===== src/rtl/reg_digit_reader_pkg.sv =====
// reg_digit_reader_pkg: shared FSM state encoding and BCD digit width for the ATM digit reader
package reg_digit_reader_pkg;
  typedef enum logic [1:0] {ST_IDLE = 2'd0, ST_SEND = 2'd1, ST_DONE = 2'd2} state_e;
  localparam int BCD_W = 4;
endpackage


===== src/rtl/reg_digit_reader_digit_shift_reg.sv =====
// digit_shift_reg: load/shift-left-by-one-digit word register; ports clk, rst, load_i, shift_i, data_i -> top_o (MS digit), next_o (digit below it)
module digit_shift_reg
  import reg_digit_reader_pkg::*;
#(
  parameter  int DIGITS  = 4,
  parameter  int DIGIT_W = BCD_W,
  localparam int WIDTH   = DIGITS * DIGIT_W
) (
  input  logic               clk,
  input  logic               rst,
  input  logic               load_i,
  input  logic               shift_i,
  input  logic [WIDTH-1:0]   data_i,
  output logic [DIGIT_W-1:0] top_o,
  output logic [DIGIT_W-1:0] next_o
);
  logic [WIDTH-1:0] word_q;
  always_ff @(posedge clk)
    word_q <= rst ? '0 : load_i ? data_i : shift_i ? {word_q[WIDTH-DIGIT_W-1:0], {DIGIT_W{1'b0}}} : word_q;
  assign top_o  = word_q[WIDTH-1 -: DIGIT_W];
  assign next_o = word_q[WIDTH-DIGIT_W-1 -: DIGIT_W];
endmodule


===== src/rtl/reg_digit_reader.sv =====
// reg_digit_reader: snapshots a BCD word on start and streams it MS digit first over valid/ready with leading-zero blank flags; ports clk, rst, start, abort, data_in, dout_ready -> busy, dout_valid, dout, dout_idx, dout_blank, done
module reg_digit_reader
  import reg_digit_reader_pkg::*;
#(
  parameter  int DIGITS  = 4,
  parameter  int DIGIT_W = BCD_W,
  localparam int WIDTH   = DIGITS * DIGIT_W,
  localparam int IDX_W   = $clog2(DIGITS)
) (
  input  logic               clk,
  input  logic               rst,
  input  logic               start,
  input  logic               abort,
  input  logic [WIDTH-1:0]   data_in,
  output logic               busy,
  output logic               dout_valid,
  input  logic               dout_ready,
  output logic [DIGIT_W-1:0] dout,
  output logic [IDX_W-1:0]   dout_idx,
  output logic               dout_blank,
  output logic               done
);
  state_e             state_q, state_d;
  logic [IDX_W-1:0]   idx_d;
  logic               lz_q, lz_d, valid_d, busy_d, done_d, blank_d;
  logic               load, hs, last, lz_next;
  logic [DIGIT_W-1:0] next_digit;
  assign load    = state_q == ST_IDLE && start;
  assign hs      = state_q == ST_SEND && dout_valid && dout_ready && !abort;
  assign last    = dout_idx == '0;
  assign lz_next = lz_q && dout == '0;
  digit_shift_reg #(.DIGITS(DIGITS), .DIGIT_W(DIGIT_W)) u_shift (
    .clk    (clk),
    .rst    (rst),
    .load_i (load),
    .shift_i(hs),
    .data_i (data_in),
    .top_o  (dout),
    .next_o (next_digit)
  );
  always_ff @(posedge clk) begin
    if (rst) begin
      state_q    <= ST_IDLE;
      dout_idx   <= '0;
      lz_q       <= 1'b0;
      dout_valid <= 1'b0;
      busy       <= 1'b0;
      done       <= 1'b0;
      dout_blank <= 1'b0;
    end else begin
      state_q    <= state_d;
      dout_idx   <= idx_d;
      lz_q       <= lz_d;
      dout_valid <= valid_d;
      busy       <= busy_d;
      done       <= done_d;
      dout_blank <= blank_d;
    end
  end
  always_comb
    state_d = state_q == ST_IDLE ? (start ? ST_SEND : ST_IDLE)
            : state_q == ST_SEND ? (abort ? ST_IDLE : hs && last ? ST_DONE : ST_SEND)
            : ST_IDLE;
  // blank flag is precomputed for the digit that will be on dout next cycle
  always_comb begin
    idx_d   = load ? IDX_W'(DIGITS - 1) : hs && !last ? dout_idx - 1'b1 : dout_idx;
    lz_d    = load ? 1'b1 : hs ? lz_next : lz_q;
    valid_d = state_d == ST_SEND;
    busy_d  = state_d != ST_IDLE;
    done_d  = state_d == ST_DONE;
    blank_d = load ? data_in[WIDTH-1 -: DIGIT_W] == '0
            : state_d != ST_SEND ? 1'b0
            : hs ? lz_next && next_digit == '0 && idx_d != '0
            : dout_blank;
  end
endmodule


===== config.mk =====
export PLATFORM = sky130hd
export DESIGN_NAME = reg_digit_reader
export DESIGN_NICKNAME = d
export VERILOG_FILES = /design/src/rtl/reg_digit_reader_pkg.sv /design/src/rtl/reg_digit_reader_digit_shift_reg.sv /design/src/rtl/reg_digit_reader.sv
export SDC_FILE = /design/constraint.sdc
export NUM_CORES = 1
export LEC_CHECK = 0
export CAP_MARGIN = 20
export CORE_MARGIN = 2
export CORE_UTILIZATION = 48
export DETAILED_ROUTE_END_ITERATION = 6
export HOLD_SLACK_MARGIN = 0.03
export PLACE_DENSITY = 0.87
export SETUP_SLACK_MARGIN = 0.02
export SYNTH_ARGS = -nofsm -noshare
export SYNTH_HDL_FRONTEND = slang
export SYNTH_HIERARCHICAL = 1
export SYNTH_SLANG_ARGS = --single-unit

===== constraint.sdc =====
create_clock -name clk -period 4.2 [get_ports clk]
set_input_delay 0.84 -clock clk [delete_from_list [all_inputs] [get_ports clk]]
set_output_delay 0.84 -clock clk [all_outputs]
set_load 0.005 [all_outputs]

==> impl_metrics.json, run 1 <==
{
  "status": "complete, no violations",
  "synth_area_leaders": "dfxtp_1 39%, mux2i_1 10%, a211oi_1 7.0%",
  "layout_commonest_cell": "clkdlybuf4s50_1",
  "drc": 0,
  "die_height_um": 55.6,
  "grt_overflow": 0,
  "io_buffer_count": 30,
  "cts-resized-gates": 0,
  "synth_seq_area_share": 0.391,
  "routed_via_density": 5.46,
  "design.final.nets": 166,
  "htree_levels": 1,
  "power_density_nw_per_um2": 306,
  "setup_violations": 0,
  "finalHoldViolCount": 0,
  "core_area_um2": 2500,
  "hold_buffers": 0,
  "cp_slowest_stage_delay_ps": 510,
  "yosysWarnings": 6,
  "relSlewSlack": 0.382,
  "syn_area_per_cell_um2": 10.2,
  "path_class": "input pin to flip-flop",
  "area_growth_pct": 18.1,
  "cp-end-kind": "flip-flop",
  "min_period_ps": 2650,
  "track_usage": 0.155,
  "num-fill-cells": 229,
  "die-area_um2": 3090,
  "dr.pass1.iters": 4,
  "whs_ps": 502,
  "finalCritPeriodShare": 0.632,
  "drive_gt1_frac": 0.140,
  "routedWlPerCell_um": 13.6,
  "place_inst": 169,
  "rsz0062_at_grt": "false",
  "synth_cells": 125,
  "synth_nets": 147,
  "stdcell_count": 173,
  "ant_nets": 0,
  "crit_path_top_delay_cell": "inv_1",
  "clk_latency_ps": 310,
  "ir_drop_v": 0.000181,
  "arrival_ps": 2860,
  "drv_slew": 0,
  "die_w_um": 55.6,
  "clock-sinks": 25,
  "worstPathRequired_ps": 4410,
  "ctsRootBufferMaster": "clkbuf_4",
  "synth_top_area_frac": 0.391,
  "layout_common_cells": "30 x clkdlybuf4s50_1, 25 x dfxtp_1, 13 x mux2i_1, 12 x a211oi_1",
  "drt-total-wl_um": 2360,
  "finalInstanceArea_um2": 1510,
  "postCtsSetupBuffers": 0,
  "grt_pass1_vias": 923,
  "power.total_mw": 0.463,
  "synth-seq-cells": 25,
  "synth_cell_types": 36,
  "n_antenna_cell": 0,
  "tns_ps": 0,
  "ios": 31,
  "crit_chain": "clkdlybuf4s50_1, or3b_4, nand2b_1, inv_1, mux2i_1, a211oi_1",
  "leakagePower_nw": 0.506,
  "grt_pass1_wl_um": 3940,
  "antenna_found_initial": 0,
  "fin_skew_ps": 3.62,
  "cts_buffers": 3,
  "yosysTopAreaCell": "dfxtp_1",
  "cap_violations": 0,
  "cp-start-kind": "input pin",
  "cp_max_fo": 16,
  "rows": 18,
  "placed_area_um2": 1480,
  "syn-cell-area_um2": 1280,
  "initial_core_util": 0.512,
  "tightest_slew_ps": 925,
  "via_count": 945,
  "clockBufferDepth": 2,
  "min_path_type": "flip-flop to flip-flop",
  "first_iter_violations": 6,
  "place_congestion": 0.772,
  "fmax_mhz": 377,
  "grt_max_degree": 26,
  "clkTransAtPathRegs_ps": 130,
  "cts_tree": "yes",
  "dp_hpwl_um": 1740
}
final timing paths:
path	from	endpoint	slack, ps	depth (start not counted)
max	abort	u_shift/word_q[12]$_SDFFE_PP0P_	1550	6
min	state_q[1]$_SDFF_PP0_	busy$_SDFF_PP0_	500	1
max reg2reg	state_q[0]$_SDFF_PP0_	u_shift/word_q[12]$_SDFFE_PP0P_	2100	5
min reg2reg	state_q[1]$_SDFF_PP0_	busy$_SDFF_PP0_	500	1
Yosys cell counts, drive strengths merged:
master        instances
nor4b                 1
or3b                  6
or4                   1
and2                  1
inv                   6
nor3b                 2
nor4bb                1
nand2b                1
dlymetal6s2s          1
dfxtp                25
mux2                  1
nor3                  4
xnor2                 1
a31oi                 1
o21ba                 2
clkbuf                2
buf                  13
o21ai                 1
a211oi               12
mux2i                13
or4b                  1
ha                    1
nor2b                12
a21oi                 8
nand4b                1
nand2                 5
o22ai                 1
nor4                  1
cell families after synthesis:
logic type / Yosys count / synth area share
AOI/OAI and AO/OA: 25 / 0.143
muxes: 14 / 0.111
and+or+nand+nor: 37 / 0.217
adders and majority gates: 1 / 0.00978
xor gates and xnor gates: 1 / 0.00685
buffers and inverters: 22 / 0.121
DFF: 25 / 0.391
per-stage QoR:
step                      worst slack, ps   util
final                                1550  0.604
after global routing                 1420  0.604
after CTS                            1520  0.604
after detailed placement             1230  0.594
after global placement               1300  0.594
after floorplan                      2090      -
critical path: cells and delay by family:
family / cells / cell delay [ps]
AOI/OAI and AO/OA: 1 / 260
and+or+nand+nor: 2 / 620
buffers and inverters: 2 / 950
muxes: 1 / 180
where the power goes:
part,internal [mW],switching (mW)
sequential,0.254,0.0120
clock,0.0370,0.0667
combinational,0.0553,0.0374
total,0.347,0.116
per-layer routing:
metal | vias to the layer above | wire, um | GRT usage
met5 | - | 0 | 0
met4 | 0 | 10 | 0.0418
met3 | 2 | 100 | 0.0256
met2 | 22 | 1180 | 0.282
met1 | 446 | 1060 | 0.186
li1 | 475 | - | -
area by class of cell:
class	count	area, um^2	area share
multi-input cells	78	623	0.413
flip-flops and latches	25	500	0.331
repair buffers	30	300	0.199
well taps	30	37.5	0.0249
clock buffers	4	26.3	0.0174
inverters	6	22.5	0.0149
registers in the layout (all words and copies together) (netlist names):
register	cells
u_shift/word_q	16
dout_idx	2
state_q	2
busy	1
done	1
dout_blank	1
dout_valid	1
lz_q	1
No activity file was read; power rests on OpenSTA's default activity.
==> run 2, diff against run 1 <==
Settings changed: CORE_UTILIZATION 48 to 44, PLACE_DENSITY 0.87 to 0.84.
Clock period 4.2 ns to 2.3 ns, I/O delays scaled along.
==> run 2 against run 1 <==
- utilization shrank 3.8 points
- sequential power grew 83%
- combinational power grew 89%
- clock-buffer cell count is the same
- non-clock buffer count grew 5
- hold slack lost 14 ps
- critical path type unchanged
- wire length grew 0.85%
- die area grew 8.4%
- global-route usage shrank 0.10 points
- design area grew 3.4%
- total power grew 85%
==> impl_metrics.json, run 2 (synthesized netlist as in run 1, its figures left out) <==
{
  "rows": 19,
  "grt_overflow": 0,
  "drive_gt1_frac": 0.169,
  "fin_skew_ps": 5.57,
  "leakagePower_nw": 0.533,
  "clkTransAtPathRegs_ps": 130,
  "r2r_end": "u_shift/word_q[12]$_SDFFE_PP0P_",
  "postCtsSetupBuffers": 0,
  "die_height_um": 57.9,
  "htree_levels": 1,
  "dr.pass1.iters": 4,
  "tns_ps": 0,
  "reg_top3": "u_shift/word_q (16), dout_idx (2), state_q (2)",
  "crit_chain": "clkdlybuf4s50_1, or3b_4, nand2b_1, inv_1, buf_12, mux2i_1, a211oi_1",
  "routed_via_density": 5.28,
  "ir_drop_v": 0.000445,
  "clockBufferDepth": 2,
  "rsz0062_at_grt": "false",
  "min_to": "busy$_SDFF_PP0_",
  "antenna_found_initial": 0,
  "ff2ff_path_depth": 6,
  "cp-end-kind": "flip-flop",
  "area_growth_pct": 22.1,
  "clk_latency_ps": 310,
  "n_antenna_cell": 0,
  "cp_max_fo": 16,
  "die_w_um": 57.9,
  "ctsRootBufferMaster": "clkbuf_4",
  "grt_pass1_wl_um": 4100,
  "ios": 31,
  "cts_buffers": 3,
  "path_class": "input pin to flip-flop",
  "dp_hpwl_um": 1840,
  "drv_slew": 0,
  "via_count": 945,
  "tightest_slew_ps": 478,
  "largest_reg_flops": 16,
  "cp-start-kind": "input pin",
  "worstPathRequired_ps": 2490,
  "setup_violations": 0,
  "status": "complete, no violations",
  "cap_violations": 0,
  "initial_core_util": 0.464,
  "grt_max_degree": 17,
  "timing.rr.start": "state_q[0]$_SDFF_PP0_",
  "drc": 0,
  "crit_path_top_delay_cell": "clkdlybuf4s50_1",
  "fin_util": 0.566,
  "io_buffer_count": 30,
  "grt_pass1_vias": 972,
  "track_usage": 0.154,
  "finalCritPeriodShare": 0.824,
  "die-area_um2": 3350,
  "design.final.nets": 171,
  "holdPathStages": 1,
  "min_path_type": "flip-flop to flip-flop",
  "finalHoldViolCount": 0,
  "reg2reg_setup_slack_ps": 580,
  "ant_nets": 0,
  "hold_buffers": 0,
  "cp_slowest_stage_delay_ps": 440,
  "regMostFlops": "u_shift/word_q",
  "cts-resized-gates": 0,
  "relSlewSlack": 0.681,
  "hp-start": "state_q[1]$_SDFF_PP0_",
  "cts_tree": "yes",
  "power_density_nw_per_um2": 547,
  "first_iter_violations": 12,
  "drt-total-wl_um": 2380,
  "place_congestion": 0.824,
  "min_period_ps": 1890,
  "layout_common_cells": "30 x clkdlybuf4s50_1, 25 x dfxtp_1, 13 x mux2i_1, 12 x a211oi_1",
  "clock-sinks": 25,
  "arrival_ps": 2090,
  "routedWlPerCell_um": 13.3,
  "num-fill-cells": 249,
  "core_area_um2": 2760,
  "layout_commonest_cell": "clkdlybuf4s50_1",
  "fmax_mhz": 528
}
[run 2: power by group]
group	total [mW]	internal, mW	switching, mW
combinational	0.175	0.106	0.0687
clock	0.194	0.0677	0.126
sequential	0.486	0.465	0.0217
[run 2: area by class of cell]
| type | count | area, um^2 | share of cell area |
|---|---|---|---|
| flip-flops and latches | 25 | 500 | 0.321 |
| inverters | 6 | 22.5 | 0.0144 |
| repair buffers | 35 | 350 | 0.224 |
| clock buffers | 4 | 26.3 | 0.0168 |
| multi-input cells | 78 | 623 | 0.399 |
| well taps | 31 | 38.8 | 0.0248 |
[run 2: worst max path at each step]
stage / start / endpoint / slack [ps] / cells past startpoint
finish: abort / u_shift/word_q[12]$_SDFFE_PP0P_ / 410 / 7
global route: abort / u_shift/word_q[14]$_SDFFE_PP0P_ / 320 / 7
CTS: abort / u_shift/word_q[12]$_SDFFE_PP0P_ / 400 / 7
detailed placement: abort / u_shift/word_q[12]$_SDFFE_PP0P_ / 70 / 7
global placement: abort / u_shift/word_q[6]$_SDFFE_PP0P_ / 140 / 7
floorplan: abort / u_shift/word_q[14]$_SDFFE_PP0P_ / 570 / 7
[run 2: per-layer routing]
metal | vias to the layer above | part of all wire | GRT usage
met3 | 2 | 0.041 | 0.0223
met2 | 25 | 0.51 | 0.276
met5 | - | 0 | 0
li1 | 488 | - | -
met1 | 430 | 0.45 | 0.187
met4 | 0 | 0.0042 | 0.0498
[run 2: worst max-delay path: cells and delay by family]
kind,cells,cell delay [ps]
AOI/OAI and AO/OA,1,100
buffers and inverters,3,710
muxes,1,220
and+or+nand+nor,2,600
[run 2: per-stage QoR]
stage | hold WS [ps] | instances | setup slack [ps] | cell area [um^2] | total power, mW
after global placement | 461 | 175 | 138 | 1540 | 0.664
after floorplan | 434 | 125 | 570 | 1280 | 0.605
after detailed placement | 469 | 175 | 70.5 | 1540 | 0.671
after CTS | 490 | 179 | 403 | 1560 | 0.861
after global routing | 519 | 179 | 317 | 1560 | 0.896
final | 488 | 179 | 406 | 1560 | 0.854
